===== config.mk =====
export PLATFORM = sky130hd
export DESIGN_NAME = tdm_demux_1_4
export DESIGN_NICKNAME = d
export VERILOG_FILES = /design/src/rtl/tdm_demux_1_4.sv
export SDC_FILE = /design/constraint.sdc
export NUM_CORES = 1
export LEC_CHECK = 0
export CORE_UTILIZATION = 30
export CTS_CLUSTER_DIAMETER = 100
export CTS_CLUSTER_SIZE = 10
export DETAILED_ROUTE_END_ITERATION = 7
export DONT_BUFFER_PORTS = 1
export GPL_TIMING_DRIVEN = 0
export PLACE_DENSITY = 0.48
export SYNTH_ARGS = -nofsm -noshare
export SYNTH_HDL_FRONTEND = slang
export SYNTH_SLANG_ARGS = --single-unit

===== constraint.sdc =====
create_clock -name CLK -period 1.25 [get_ports CLK]
set_input_delay 0.1875 -clock CLK [delete_from_list [all_inputs] [get_ports CLK]]
set_output_delay 0.1875 -clock CLK [all_outputs]
set_load 0.02 [all_outputs]

===== src/rtl/tdm_demux_1_4.sv =====
// Receive side of a 4-slot TDM link: frame recovery on SYNC,
// per-slot shadowing, and parallel frame output on completion.
module tdm_demux_1_4 #(
    parameter int W = 1
) (
    input  logic           CLK,
    input  logic           RST,
    input  logic           EN,
    input  logic [W-1:0]   D,
    input  logic           SYNC,
    output logic [4*W-1:0] Y,
    output logic [1:0]     S,
    output logic           VALID,
    output logic           LOCK,
    output logic           ERR
);

    localparam logic [0:0] HUNT   = 1'b0;
    localparam logic [0:0] LOCKED = 1'b1;

    logic [0:0]   state;
    logic [W-1:0] sh0;
    logic [W-1:0] sh1;
    logic [W-1:0] sh2;

    assign LOCK = (state == LOCKED);

    always_ff @(posedge CLK) begin
        if (RST) begin
            state <= HUNT;
            S     <= 2'd0;
            sh0   <= '0;
            sh1   <= '0;
            sh2   <= '0;
            Y     <= '0;
            VALID <= 1'b0;
            ERR   <= 1'b0;
        end else begin
            VALID <= 1'b0;
            ERR   <= 1'b0;
            if (EN) begin
                if (state == HUNT) begin
                    if (SYNC) begin
                        sh0   <= D;
                        S     <= 2'd1;
                        state <= LOCKED;
                    end
                end else begin
                    unique case (1'b1)
                        SYNC: begin
                            // a marker anywhere but slot 0 restarts the frame
                            ERR <= (S != 2'd0);
                            sh0 <= D;
                            S   <= 2'd1;
                        end
                        (!SYNC && S == 2'd0): begin
                            ERR   <= 1'b1;
                            S     <= 2'd0;
                            state <= HUNT;
                        end
                        (!SYNC && S == 2'd3): begin
                            Y     <= {D, sh2, sh1, sh0};
                            VALID <= 1'b1;
                            S     <= 2'd0;
                        end
                        default: begin
                            if (S == 2'd1) sh1 <= D;
                            else           sh2 <= D;
                            S <= S + 2'd1;
                        end
                    endcase
                end
            end
        end
    end

endmodule


* Word-level counts from Yosys, hierarchy flattened
Index checks and enable logic that the tools add are counted. W data, S select, Z words.
Operators by class: bitwise gates (word level) 4, add/subtract/negate cells 1, mux-type cells 8, eq/ne operators 2, reduce and logical (&&, ||, !) cells 14
Operator list (number):
- $reduce_and A4 Y1 | 2
- $reduce_or A3 Y1 | 2
- $mux W1 | 4
- $mux W2 | 2
- $not A1 Y1 | 4
- $pmux W2 S2 | 1
- $reduce_and A2 Y1 | 2
- $reduce_bool A2 Y1 | 2
- $reduce_and A3 Y1 | 1
- $add A2 B1 Y2 const B | 1
- $eq A2 B1 Y1 const B | 1
- $eq A2 B2 Y1 const B | 1
- $logic_and A1 B1 Y1 | 2
- $logic_not A2 Y1 | 1
- $pmux W1 S2 | 1
- $reduce_or A2 Y1 | 1
- $logic_not A1 Y1 | 1
Storage, ports and cells: logic and storage cells 37, register bits after elaboration 12, output and inout port bits 9, input bits 5

* Logic depth before layout (Yosys ltp)
word-level depth 5, mapped depth 7, depth with buffers taken out 7

* Worst setup path after synthesis
No wires, ideal clock.
kind reg-to-reg, start point register S[0], end point register sh2, arrival 1362 ps, path slack -184 ps, data required time 1178 ps, clock period less this slack 1434 ps, library setup time 72 ps, stages on the path, launching flop included 7, path buffers 0, path through dfxtp_1 -> inv_1 -> ha_1 -> inv_1 -> ha_1 -> nor4b_2 -> mux2i_1
Between the ends: word-level cells in the longest chain between the ends 5, elaborated cells between the ends (all ways) 9, classes of those cells 2 x eq/ne; 2 x bitwise; 5 x reduce/logical
Ends and longest elaborated chain:
- start, declared | RTL line 12 | output logic [1:0] S,
- start signal, assigned | RTL line 69 | S <= S + 2'd1;
- $eq A2 B2 Y1 or $logic_not A2 Y1 (tied branches) | RTL line 61, 56
- $logic_and A1 B1 Y1 (on tied branches) | RTL line 61, 56
- $reduce_or A3 Y1 (no line)
- $not A1 Y1 (no line)
- $reduce_and A4 Y1 (no line) *
- end signal, assigned | RTL line 34 | sh2 <= '0;
- end signal, assigned | RTL line 68 | else sh2 <= D;
- end, declared | RTL line 24 | logic [W-1:0] sh2;
Every way passes the cells marked *; elsewhere a longest branch is shown, timed or not. A chain may end at the register's enable or synchronous reset.

* Final worst setup path
start point register S[0], end point register S[0]
Between the ends: word-level cells in the longest chain between the ends 5, elaborated cells between the ends (all ways) 8, classes of those cells 1 x add/sub; 1 x eq/ne; 2 x mux; 4 x reduce/logical
Ends and longest elaborated chain:
- $eq A2 B2 Y1 or $logic_not A2 Y1 (tied branches) | RTL line 61, 56
- $logic_and A1 B1 Y1 (on tied branches) | RTL line 61, 56
- $reduce_or A2 Y1 (no line)
- $pmux W2 S2 * | RTL line 49 | unique case (1'b1)
- $mux W2 * | RTL line 42 | if (state == HUNT) begin
Marks and branches as above.

==> summary.txt <==
POWER AND IR DROP
--------------------------------------------------------------------------------------
Leakage dissipation                                                           0.258 nW
Post-route total power                                                      0.000708 W
Power Density                                                              1010 mW/mm²
VDD IR max                                                                    0.713 mV

CLOCK TREE
--------------------------------------------------------------------------------------
Clk Tree Root Cell                                                            clkbuf_4
Sinks on the clock net                                                              12
Worst-path clk slew                                                              80 ps
Number of buffers added for setup after CTS                                          0
TritonCTS buffer count                                                               3
Level count of the clock H-tree                                                      1
Clock tree from TritonCTS                                                         done
Clock latency of the later-clocked register in the worst-skew pair              270 ps
Clk buf depth                                                                        2

GLOBAL ROUTE
--------------------------------------------------------------------------------------
Remaining Overflow, GRT                                                              0
Number of global-route vias before repair                                          418
Overall track demand over capacity in global routing                             12.4%
Global-route wire length before repair                                         1.81 mm
Largest net degree at the start of global routing                                   11
Number of antenna violations at the first check in global routing                    0

ROUTING
--------------------------------------------------------------------------------------
DR top layer                                                                      met3
Detailed-route wire length per cell                                            12.2 µm
Sum of routed wire segments on met1                                             533 µm
Iteration count of the initial detailed-routing pass                                 2
Post-detailed-routing wire length                                              1.08 mm
DRC errors left                                                                      0
Met2 WL                                                                         491 µm
Number of vias after detailed routing                                              408
Total length of routed met3 wires                                                57 µm
Remaining antenna violation count                                                    0
Detail-routed via count per cell                                                  4.58
Initial DRC Count                                                                    2

YOSYS
--------------------------------------------------------------------------------------
Flip-flop and latch count after synthesis                                           12
Mean instance size in the synthesized netlist                                 9.40 µm²
Register area share after synthesis                                              42.6%
Instance count of the mapped netlist                                                60
Top post-synthesis cells by area                                          dfxtp_1, ha_1, mux2i_1
Yosys top cell area share                                                        42.6%
Distinct cells, synth                                                               23
Total number of yosys warnings                                                       0
Synthesized cell area                                                          564 µm²
Post-Synthesis Net Count                                                            70
Cell type contributing the most total cell area after synthesis                dfxtp_1

SETUP PATH
--------------------------------------------------------------------------------------
Category of the critical setup timing path                                flop to flop
Delay of the slowest cell on the worst path                                     440 ps
CP top delay family                                                         flip-flops
Arrival @ worst endpoint                                                       1530 ps
Count of buffering cells on the critical path with inverters included                1
Ordered cell list for the critical path                                   inv_4, ha_1, nor4b_1, o21ai_1, a21oi_1
Worst path slowest cell                                                        dfxtp_4
Type of destination of the critical path                                          flop
Required arrival time at the worst endpoint                                    1450 ps
Logic depth of the worst register-to-register path                                   5
Largest driver fanout on the critical path                                           6
Path length in cells of the critical path                                            5
Type of origin of the critical path                                               flop

FLOORPLANNING
--------------------------------------------------------------------------------------
Number of rows in the core area                                                     15
I/O pin cnt                                                                         14
Core Region                                                                0.00175 mm²
Full die area                                                              0.00206 mm²
DIE HEIGHT                                                                     45.4 µm
Horiz. Die Dim                                                                 45.4 µm
Effective utilization at floorplan                                               32.3%

TIMING
--------------------------------------------------------------------------------------
Hold slack final                                                               73.4 ps
Worst path setup slack after routing                                          -84.3 ps
Setup repair after global routing missed its margin                               true
Final Hold Viols                                                                     0
Setup total negative slack                                                     -156 ps
Fin crit share                                                                    107%
Slew Limit Fails                                                                     0
Max Clock Skew                                                                 6.75 ps
Achievable clock frequency                                                   0.749 GHz
Period minus WS final                                                          1330 ps
Transition time at the pin with the least slew margin                           428 ps
Endpoints failing setup                                                              3
Tightest slew margin relative to the limit                                       71.5%

LAYOUT
--------------------------------------------------------------------------------------
Final Instance Area                                                            698 µm²
Most frequent standard cell in the layout excluding fill and tap cells         dfxtp_1
Proportion of layout cells with a drive suffix above 1                           28.1%
Area added between synthesis and finish                                          23.7%
Number of antenna cells inserted                                                     0
Number of nets in the finished design                                               75
Commonest cells after routing, fill and taps aside                        dfxtp_1, nand2_1, o21ai_0, nor2_1

WORST HOLD PATH
--------------------------------------------------------------------------------------
Cell depth of the worst min-delay path                                               2
Hold crit path type                                                       input pin to flop

PLACE
--------------------------------------------------------------------------------------
Weighted congestion reported at the end of routability-driven placement          0.675
Post-Place Setup Slack                                                         -112 ps
Post-DP HPWL                                                                    751 µm
Port Buffer Count                                                                    0
Dpl cell area                                                                  619 µm²

FLOW RUN
--------------------------------------------------------------------------------------
Max-cap check violation count                                                        0

STATUS
--------------------------------------------------------------------------------------
Outcome                                                                   complete, but fails checks
Violations in the final reports                                           setup timing

==> synth_stat cells, drive strengths merged <==
cell type	number
nand2b	3
dfxtp	12
nand2	7
inv	4
nor3b	1
nor2	4
ha	5
a32oi	1
clkbuf	1
nor4b	2
nand3	1
nand3b	3
and3b	1
nand4b	1
buf	1
nor2b	1
a21oi	3
mux2i	3
o21ai	5
nor3	1
==> final timing paths <==
kind              from   end  slack [ps]
hold / removal    SYNC   sh0          70
setup / recovery  S[0]  S[0]         -80
hold reg to reg    sh0   sh0         460
setup reg to reg  S[0]  S[0]         -80
==> repair_timing <==
action                                  CTS  global route
pin swaps                                 2             2
hold buffers                              0             0
gates resized for setup                  11             2
endpoints found under the setup margin    7             7
cloned                                    0             0
==> cell type report <==
type                            count  area (µm²)
Sequential cell                    12         249
Clock buffer                        3        22.5
Multi-Input combinational cell     42         360
Clock inverter                      1        3.75
Fill cell                         184        1050
Buffer                              2        8.76
Inverter                            4        22.5
Tap cell                           25        31.3
==> kinds of logic after synthesis <==
kind of cell / after synthesis / synth area share, %
buf+inv: 6 / 4.21
fa+ha+maj: 5 / 11.1
simple gates: 25 / 28.2
flops: 12 / 42.6
compound gates: 9 / 8.65
mux: 3 / 5.32
==> routing by layer <==
metal / global-route usage, % / vias to the layer above
met5: 0 / -
met4: 1.82 / 0
met3: 7.14 / 0
met2: 18.8 / 10
met1: 15.6 / 183
li1: - / 215
==> state kept, by name, indices dropped and copies added, names as in the netlist <==
register	flops
ERR	1
LOCK	1
VALID	1
sh0	1
sh1	1
Y	4
S	2
sh2	1
==> per-stage QoR <==
stage / util (%) / std cells
after global routing: 40.0 / 89
final: 40.0 / 89
after detailed placement: 35.5 / 85
after CTS: 39.4 / 89
after global placement: 35.5 / 85
after floorplan: - / 60
==> report_power, final <==
part / internal [W] / switching (W) / leakage [nW]
combinational: 0.0000281 / 0.0000332 / 0.143
sequential: 0.000386 / 0.0000173 / 0.0990
clock: 0.000115 / 0.000128 / 0.0154
==> worst reg2reg max path, delay by kind of cell, from the launching register on <==
kind,cells,cell delay [ps]
flops,1,440
buf+inv,1,50
simple gates,1,330
compound gates,2,210
fa+ha+maj,1,230
Power figures use the tool's default switching activity.
